## src/rtl/irq_fifo_drain_ctrl.sv

```systemverilog
// irq_fifo_drain_ctrl
// Drains the NI interrupt FIFO through its config-bus slave port. Each entry
// costs one single-cycle config read; the popped entry is then offered to the
// processor-side interrupt logic on a valid/ready port.
//
// Handshake (ent_valid / ent_ready): ent_valid rises only when a clean entry
// has been captured. ent_data and ent_src stay constant while ent_valid is
// high. The transfer completes on a rising edge where both ent_valid and
// ent_ready are high, and ent_valid is low in the following cycle.
//
// dbg_state exposes the FSM state: 0 = IDLE, 1 = READ, 2 = CAPTURE, 3 = OUT.
module irq_fifo_drain_ctrl #(
  parameter int ADDR_WIDTH  = 14,
  parameter int ENTRY_WIDTH = 14,
  parameter int DATA_ADDR   = 0,
  parameter int IRQ_ADDR    = 1
) (
  input  logic                   clk,
  input  logic                   reset,
  input  logic                   enable,
  input  logic                   irq_irq_sig,
  input  logic                   irq_data_sig,
  output logic [ADDR_WIDTH-1:0]  config_addr,
  output logic                   config_en,
  output logic                   config_wr,
  output logic [31:0]            config_wdata,
  output logic                   sel,
  input  logic [31:0]            config_slv_rdata,
  input  logic                   config_slv_error,
  output logic                   ent_valid,
  input  logic                   ent_ready,
  output logic                   ent_src,
  output logic [ENTRY_WIDTH-1:0] ent_data,
  output logic                   err_pulse,
  output logic [7:0]             err_cnt,
  output logic [1:0]             dbg_state
);

  typedef enum logic [1:0] {
    S_IDLE    = 2'd0,
    S_READ    = 2'd1,
    S_CAPTURE = 2'd2,
    S_OUT     = 2'd3
  } state_t;

  state_t                 r_state;
  state_t                 w_next_state;
  logic                   w_start;
  logic                   w_sel_src;
  logic                   r_cur_src;
  logic                   r_last_src;
  logic                   r_config_en;
  logic [ADDR_WIDTH-1:0]  r_config_addr;
  logic                   r_ent_valid;
  logic                   r_ent_src;
  logic [ENTRY_WIDTH-1:0] r_ent_data;
  logic                   r_err_pulse;
  logic [7:0]             r_err_cnt;
  logic                   w_unused_rdata;

  // Upper read-data bits beyond the entry width carry nothing for us.
  assign w_unused_rdata = ^config_slv_rdata;

  // Next-state logic and round-robin source selection.
  always_comb begin
    w_next_state = r_state;
    w_start      = enable && (irq_irq_sig || irq_data_sig);
    // On a tie take the queue that was not served last; otherwise the only
    // non-empty one.
    w_sel_src    = (irq_irq_sig && irq_data_sig) ? ~r_last_src : irq_irq_sig;
    case (r_state)
      S_IDLE:    if (w_start) w_next_state = S_READ;
      S_READ:    w_next_state = S_CAPTURE;
      S_CAPTURE: w_next_state = config_slv_error ? S_IDLE : S_OUT;
      S_OUT:     if (ent_ready) w_next_state = S_IDLE;
      default:   w_next_state = S_IDLE;
    endcase
  end

  // State register plus registered outputs derived from the next state.
  always_ff @(posedge clk) begin
    if (reset) begin
      r_state       <= S_IDLE;
      r_cur_src     <= 1'b0;
      r_last_src    <= 1'b0;
      r_config_en   <= 1'b0;
      r_config_addr <= '0;
      r_ent_valid   <= 1'b0;
      r_ent_src     <= 1'b0;
      r_ent_data    <= '0;
      r_err_pulse   <= 1'b0;
      r_err_cnt     <= 8'd0;
    end else begin
      r_state     <= w_next_state;
      r_config_en <= (w_next_state == S_READ);
      // READ is only entered from IDLE, so w_sel_src is the source being read.
      if (w_next_state == S_READ)
        r_config_addr <= w_sel_src ? ADDR_WIDTH'(IRQ_ADDR) : ADDR_WIDTH'(DATA_ADDR);
      else
        r_config_addr <= '0;
      if (r_state == S_IDLE && w_start) begin
        r_cur_src  <= w_sel_src;
        r_last_src <= w_sel_src;
      end
      r_ent_valid <= (w_next_state == S_OUT);
      if (r_state == S_CAPTURE && !config_slv_error) begin
        r_ent_data <= config_slv_rdata[ENTRY_WIDTH-1:0];
        r_ent_src  <= r_cur_src;
      end
      r_err_pulse <= (r_state == S_CAPTURE) && config_slv_error;
      if (r_state == S_CAPTURE && config_slv_error && r_err_cnt != 8'hFF)
        r_err_cnt <= r_err_cnt + 8'd1;
    end
  end

  assign config_addr  = r_config_addr;
  assign config_en    = r_config_en;
  assign sel          = r_config_en;
  assign config_wr    = 1'b0;
  assign config_wdata = 32'd0;
  assign ent_valid    = r_ent_valid;
  assign ent_src      = r_ent_src;
  assign ent_data     = r_ent_data;
  assign err_pulse    = r_err_pulse;
  assign err_cnt      = r_err_cnt;
  assign dbg_state    = r_state;

endmodule

```

## config.mk

```make
export PLATFORM = sky130hd
export DESIGN_NAME = irq_fifo_drain_ctrl
export DESIGN_NICKNAME = d
export VERILOG_FILES = /design/src/rtl/irq_fifo_drain_ctrl.sv
export SDC_FILE = /design/constraint.sdc
export NUM_CORES = 1
export LEC_CHECK = 0
export CAP_MARGIN = 15
export CORE_MARGIN = 1.5
export CORE_UTILIZATION = 35
export DETAILED_ROUTE_END_ITERATION = 8
export DONT_BUFFER_PORTS = 1
export SLEW_MARGIN = 25
export SYNTH_ARGS = -nofsm -noshare
export SYNTH_HDL_FRONTEND = slang
export SYNTH_SLANG_ARGS = --single-unit
export TNS_END_PERCENT = 5
```

## constraint.sdc

```tcl
create_clock -name clk -period 4.8 [get_ports clk]
set_clock_uncertainty 0.15 [all_clocks]
set_input_delay 0.48 -clock clk [delete_from_list [all_inputs] [get_ports clk]]
set_output_delay 0.48 -clock clk [all_outputs]
set_load 0.02 [all_outputs]
```

==> results.txt, run 1 <==
Fmax -> 501 MHz
Relative slew slack -> 0.549
H-tree lvl count -> 2
Dpl hpwl -> 1.80 mm
Peak supply drop -> 0.158 mV
Num CTS Buffers -> 5
Overall power -> 0.630 mW
Area delta synth->final -> -0.725%
Largest family of logic cells by synthesized area -> buffers and inverters
Critical Path End Type -> flip-flop
Routed Wire Length -> 2.56 mm
Cells after Synth -> 181
Post-synthesis adder-cell area fraction -> 0.00805
DR iter-0 viols -> 43
Synthesized area -> 1550 µm²
Synthesized area per cell -> 8.59 µm²
Sequential share of the synthesized area -> 0.386
Fin crit period -> 2.00 ns
Total track usage -> 0.103
Worst-path fanout max -> 10
Fin crit share -> 0.416
Status -> complete, no violations
Post-DRT Antenna Nets -> 0
Pleak -> 0.638 nW
Post-synthesis xor/xnor area fraction -> 0.0338
CTS resizes -> 0
Worst Setup Path Type -> reg -> reg
Final nets -> 219
DIE HEIGHT -> 69.6 µm
Ys flop type -> dfxtp_1
CP arrival -> 2.01 ns
CTS tree -> done
Maxcap violations -> 0
IO Pins -> 115
Mux cell area share after synthesis -> 0.0161
Initial Utilization -> 0.359
Placeable Area -> 4320 µm²
Total grt overflow -> 0
CTS max path bufs -> 2
Setup violators final -> 0
Ant. Diodes -> 0
Residual DRC -> 0
Share of layout cells above drive strength 1 -> 0.0944
Die area -> 4850 µm²
Antenna violations before repair -> 0
Post-synthesis compound-gate area fraction -> 0.0974
Wire per inst -> 11.0 µm
CTS clk-pin slew, worst paths -> 0.06 ns
Row cnt -> 24
Max-slew violations -> 0
Skew-Pair Late Insertion Delay -> 0.27 ns
Fin cells -> 232
Post-CTS Setup Bufs -> 0
Largest net degree at the start of global routing -> 31
Ys Warns -> 0
Hold Buf Count CTS -> 0
Drt pass-1 iters -> 4
Root Driver -> clkbuf_8
Seq cells post-synth -> 30
Avg Vias per Cell -> 4.28
Slew @ Worst Pin -> 0.675 ns
Final TNS setup -> 0 ns
Synth async-reset ratio -> 0
Placer Congestion -> 0.653
Vias in the first global route -> 826
Final Cell Area -> 1540 µm²
Sinks on the clock net -> 30
Die X -> 69.6 µm
RSZ-0062 raised after global routing -> no
Final hold vios -> 0
P per Cell Area -> 409 nW/µm²
Setup crit start kind -> flip-flop
Vias after detailed routing -> 994
Placed cells -> 224
EDFF count, synth -> 0
Critical path data required time -> 4.82 ns
Port bufs -> 0
Worst hold path type -> in -> reg
First-pass GRT wire length -> 3.81 mm
Simple logic cell fraction of the synthesized area -> 0.200
Placement Cell Area -> 1390 µm²
Number of distinct library cells after synthesis -> 34
-- path summary, 6_finish.rpt --
kind / cells after the start / startpoint / end / slack (ns)
min: 1 / reset / err_cnt[5]$_SDFFE_PP0P_ / 0.12
max: 4 / dbg_state[1]$_SDFF_PP0_ / err_cnt[7]$_SDFFE_PP0P_ / 2.80
max reg2reg: 4 / dbg_state[1]$_SDFF_PP0_ / err_cnt[7]$_SDFFE_PP0P_ / 2.80
min reg2reg: 2 / r_last_src$_SDFFE_PP0P_ / ent_src$_SDFFE_PP0P_ / 0.31
-- sequential cells by signal (all words and copies together) (netlist names) --
signal       flops
err_cnt          8
err_pulse        1
ent_data        14
r_last_src       1
ent_valid        1
config_en        1
config_addr      1
ent_src          1
dbg_state        2
-- cell usage in the layout (no fill, tap or decap), drive strengths merged, types with 2 or more instances in the layout --
cell	Yosys	routed
o21ai	2	2
a21oi	17	17
clkbuf	2	6
nor2b	3	3
bufinv	0	2
conb	1	46
o211ai	3	3
nand2	37	37
dfxtp	30	30
nor2	9	9
nor3	2	2
xor2	5	5
nand3b	2	2
-- power by group --
group	internal, mW	total, mW	leakage [nW]	switching, mW
Clock	0.221	0.314	0.0714	0.0923
Combinational	0.00654	0.0473	0.324	0.0408
Sequential	0.255	0.269	0.243	0.0139
Total	0.483	0.630	0.638	0.147
-- Yosys cell counts, types with 2 or more instances --
cell / count / area share
o211ai_1: 2 / 0.0097
nand3b_1: 2 / 0.0097
nand2_1: 37 / 0.089
clkbuf_1: 2 / 0.0048
nor2_1: 9 / 0.022
dfxtp_1: 30 / 0.39
nor2b_1: 3 / 0.012
a21oi_1: 17 / 0.055
xor2_1: 5 / 0.028
buf_4: 49 / 0.24
buf_1: 2 / 0.0048
-- routing by layer --
layer  wire length [µm]  share of wire  global-route usage  vias to the layer above
met1               1010           0.39               0.102                      450
met5                  0              0                   0                        -
met3                273           0.11              0.0727                        2
met4                  8         0.0031              0.0321                        0
met2               1270           0.50               0.172                       52
li1                   -              -                   -                      490
-- per-stage QoR --
| stage | setup WS [ns] | hold WS, ns | utilization |
|---|---|---|---|
| global placement | 2.78 | 0.304 | 0.322 |
| floorplan | 3.08 | 0.292 | - |
| detailed placement | 2.78 | 0.305 | 0.322 |
| finish | 2.80 | 0.121 | 0.357 |
| CTS | 2.76 | 0.103 | 0.355 |
| global route | 2.70 | 0.0894 | 0.357 |
-- cells by family after synthesis --
group,count (synthesis)
AO/OA/AOI/OAI,24
XOR/XNOR,6
adder cells (fa/ha/maj),1
buffers and inverters,55
flip-flops,30
multiplexers,2
other,1
AND/OR/NAND/NOR,62
-- final cells by class --
class,count,area (µm²)
Fill cell,476,2780
Multi-Input combinational cell,141,731
Sequential cell,30,601
Clock buffer,6,82.6
Tap cell,52,65.1
Clock inverter,2,60.1
Inverter,1,3.75
-- critical path, cell delays in order (launching register included) --
cell	delay (ns)
dfxtp_1	0.62
and3b_1	0.47
o211ai_4	0.15
nor3_4	0.19
mux2_4	0.31
Note: power is estimated with default switching activity, not from simulation.
==> run 2: changes to the inputs <==
Clock period 4.8 ns to 1.8 ns, I/O delays scaled along.
==> run 2 against run 1 <==
  * Critical path depth is 1 higher
  * Power is 150% higher
  * Via count increased by 14%
  * Final cell count grew 13%
  * Register-to-register slack got worse by 2.7 ns
  * Hold slack worse by 0.11 ns
  * Sequential power grew to 2.6 times the previous value
==> results.txt, run 2 (synthesis results as in run 1) <==
Total track usage -> 0.123 (was 0.103)
Vias in the first global route -> 1004 (was 826)
Power share of the combinational group -> 0.124 (was 0.075)
Most common cell after layout, fill and taps aside -> conb_1 (unchanged)
Final nets -> 251 (was 219)
DIE HEIGHT -> 69.6 µm (unchanged)
Routed Wire Length -> 2.95 mm (was 2.56 mm)
Worst hold path type -> in -> reg (unchanged)
Skew-Pair Late Insertion Delay -> 0.27 ns (about the same)
Avg Vias per Cell -> 4.29 (was 4.28)
Met3 GRT Util -> 0.0552 (was 0.0727)
Port bufs -> 0 (unchanged)
Worst Setup Path Type -> reg -> reg (unchanged)
Initial Utilization -> 0.359 (unchanged)
Pleak -> 0.779 nW (was 0.638 nW)
Post-DRT Antenna Nets -> 0 (unchanged)
Switch share -> 0.252 (was 0.233)
Die area -> 4850 µm² (unchanged)
Top Usage Layer GRT -> met2 (unchanged)
M1 GR Usage -> 0.142 (was 0.102)
Ant. Diodes -> 0 (unchanged)
Setup violators final -> 0 (unchanged)
Worst-path fanout max -> 9 (was 10)
CP arrival -> 1.66 ns (was 2.01 ns)
Die X -> 69.6 µm (unchanged)
Fmax -> 604 MHz (was 501 MHz)
DR iter-0 viols -> 74 (was 43)
Num CTS Buffers -> 5 (unchanged)
CTS max path bufs -> 2 (unchanged)
Maxcap violations -> 0 (unchanged)
Root Driver -> clkbuf_8 (unchanged)
Fin cells -> 263 (was 232)
Internal Power -> 1.18 mW (was 0.483 mW)
Sinks on the clock net -> 30 (unchanged)
Share of layout cells above drive strength 1 -> 0.142 (was 0.0944)
Largest register FFs -> 14 (unchanged)
RSZ-0062 raised after global routing -> no (unchanged)
Antenna violations before repair -> 0 (unchanged)
Area delta synth->final -> 16.1% (was -0.725%)
Dpl hpwl -> 1.96 mm (was 1.80 mm)
H-tree lvl count -> 2 (unchanged)
IO Pins -> 115 (unchanged)
Residual DRC -> 0 (unchanged)
Final hold vios -> 0 (unchanged)
Critical Path End Type -> flip-flop (unchanged)
Commonest cells after routing, fill and taps aside -> 46 x conb_1, 37 x nand2_1, 30 x dfxtp_1, 18 x dlygate4sd3_1, 17 x a21oi_1 (was 46 x conb_1, 37 x nand2_1, 30 x dfxtp_1, 17 x a21oi_1, 9 x nor2_1)
Setup crit start kind -> flip-flop (unchanged)
Seq pwr share -> 0.448 (was 0.427)
Wire per inst -> 11.2 µm (was 11.0 µm)
P_sw -> 0.396 mW (was 0.147 mW)
Total grt overflow -> 0 (unchanged)
Row cnt -> 24 (unchanged)
Max-slew violations -> 0 (unchanged)
Placeable Area -> 4320 µm² (unchanged)
CTS resizes -> 0 (unchanged)
CTS clk-pin slew, worst paths -> 0.06 ns (about the same)
P per Cell Area -> 873 nW/µm² (was 409 nW/µm²)
Clock share of power -> 0.428 (was 0.498)
Peak supply drop -> 0.354 mV (was 0.158 mV)
Placed cells -> 237 (was 224)
Fin crit period -> 1.66 ns (was 2.00 ns)
CTS tree -> done (unchanged)
Status -> complete, no violations (unchanged)
Vias after detailed routing -> 1129 (was 994)
Met2 global-route usage -> 0.204 (was 0.172)
Final TNS setup -> 0 ns (unchanged)
Largest net degree at the start of global routing -> 30 (was 31)
Critical path data required time -> 1.81 ns (was 4.82 ns)
First-pass GRT wire length -> 4.66 mm (was 3.81 mm)
Drt pass-1 iters -> 3 (was 4)
Placer Congestion -> 0.716 (was 0.653)
Fin crit share -> 0.920 (was 0.416)
[run 2: cell types whose count changed in the layout (fill, tap and decap cells not counted)]
cell	delta
buf_12	+1
buf_4	+13
dlygate4sd3_1	+18
nor3b_2	+1
bufinv_16	-1
nor3b_4	-1
[run 2: area by class of cell]
type | count | area, µm²
multi-input cells | 141 | 724
flip-flops and latches | 30 | 601
inverters | 1 | 3.75
well taps | 52 | 65.1
fillers | 459 | 2520
repair buffers | 32 | 298
clock inverters | 1 | 30.0
clock buffers | 6 | 82.6
[run 2: power groups by stage]
stage          Combinational, mW  Clock, mW  Sequential [mW]
2_1_floorplan              0.212          0            0.724
3_3_place_gp               0.145          0            0.720
3_5_place_dp               0.146          0            0.721
4_1_cts                    0.194      0.709            0.706
5_1_grt                    0.213      0.725            0.707
6_report                   0.195      0.675            0.706
[run 2: routing by layer]
| layer | part of all wire | wire, µm | up-vias |
|---|---|---|---|
| met5 | 0 | 0 | - |
| met4 | 0.0031 | 9 | 0 |
| met3 | 0.082 | 241 | 2 |
| met2 | 0.51 | 1510 | 49 |
| met1 | 0.40 | 1190 | 526 |
| li1 | - | - | 552 |
[run 2: worst paths after layout]
check,startpoint,endpoint,slack (ns),depth (start not counted)
worst min register to register,r_last_src$_SDFFE_PP0P_,ent_src$_SDFFE_PP0P_,0.33,2
worst min-delay path,reset,err_cnt[7]$_SDFFE_PP0P_,0.01,2
worst max-delay path,dbg_state[1]$_SDFF_PP0_,dbg_state[1]$_SDFF_PP0_,0.14,5
worst max register to register,dbg_state[1]$_SDFF_PP0_,dbg_state[1]$_SDFF_PP0_,0.14,5
[run 2: repair_timing]
action                    4_1_cts  5_1_grt
hold buffers                   19        0
hold endpoints to repair       30        0
setup buffers                   0        0
[run 2: through the flow]
| stage | hold WS (ns) | utilization | power [mW] | cell area (µm²) | setup slack (ns) |
|---|---|---|---|---|---|
| final | 0.0131 | 0.417 | 1.58 | 1800 | 0.144 |
| after global routing | 0.0177 | 0.417 | 1.65 | 1800 | 0.0870 |
| after CTS | 0.00622 | 0.417 | 1.61 | 1800 | 0.136 |
| after detailed placement | 0.106 | 0.345 | 0.867 | 1490 | 0.204 |
| after global placement | 0.104 | 0.345 | 0.866 | 1490 | 0.213 |
| after floorplan | 0.116 | - | 0.937 | 1720 | 0.0798 |
[run 2: worst max-delay path, stage by stage, from the launching register on]
cell           delay (ns)
dfxtp_1              0.30
buf_4                0.17
nor3b_2              0.17
a21oi_1              0.15
nor2_1               0.05
dlygate4sd3_1        0.54
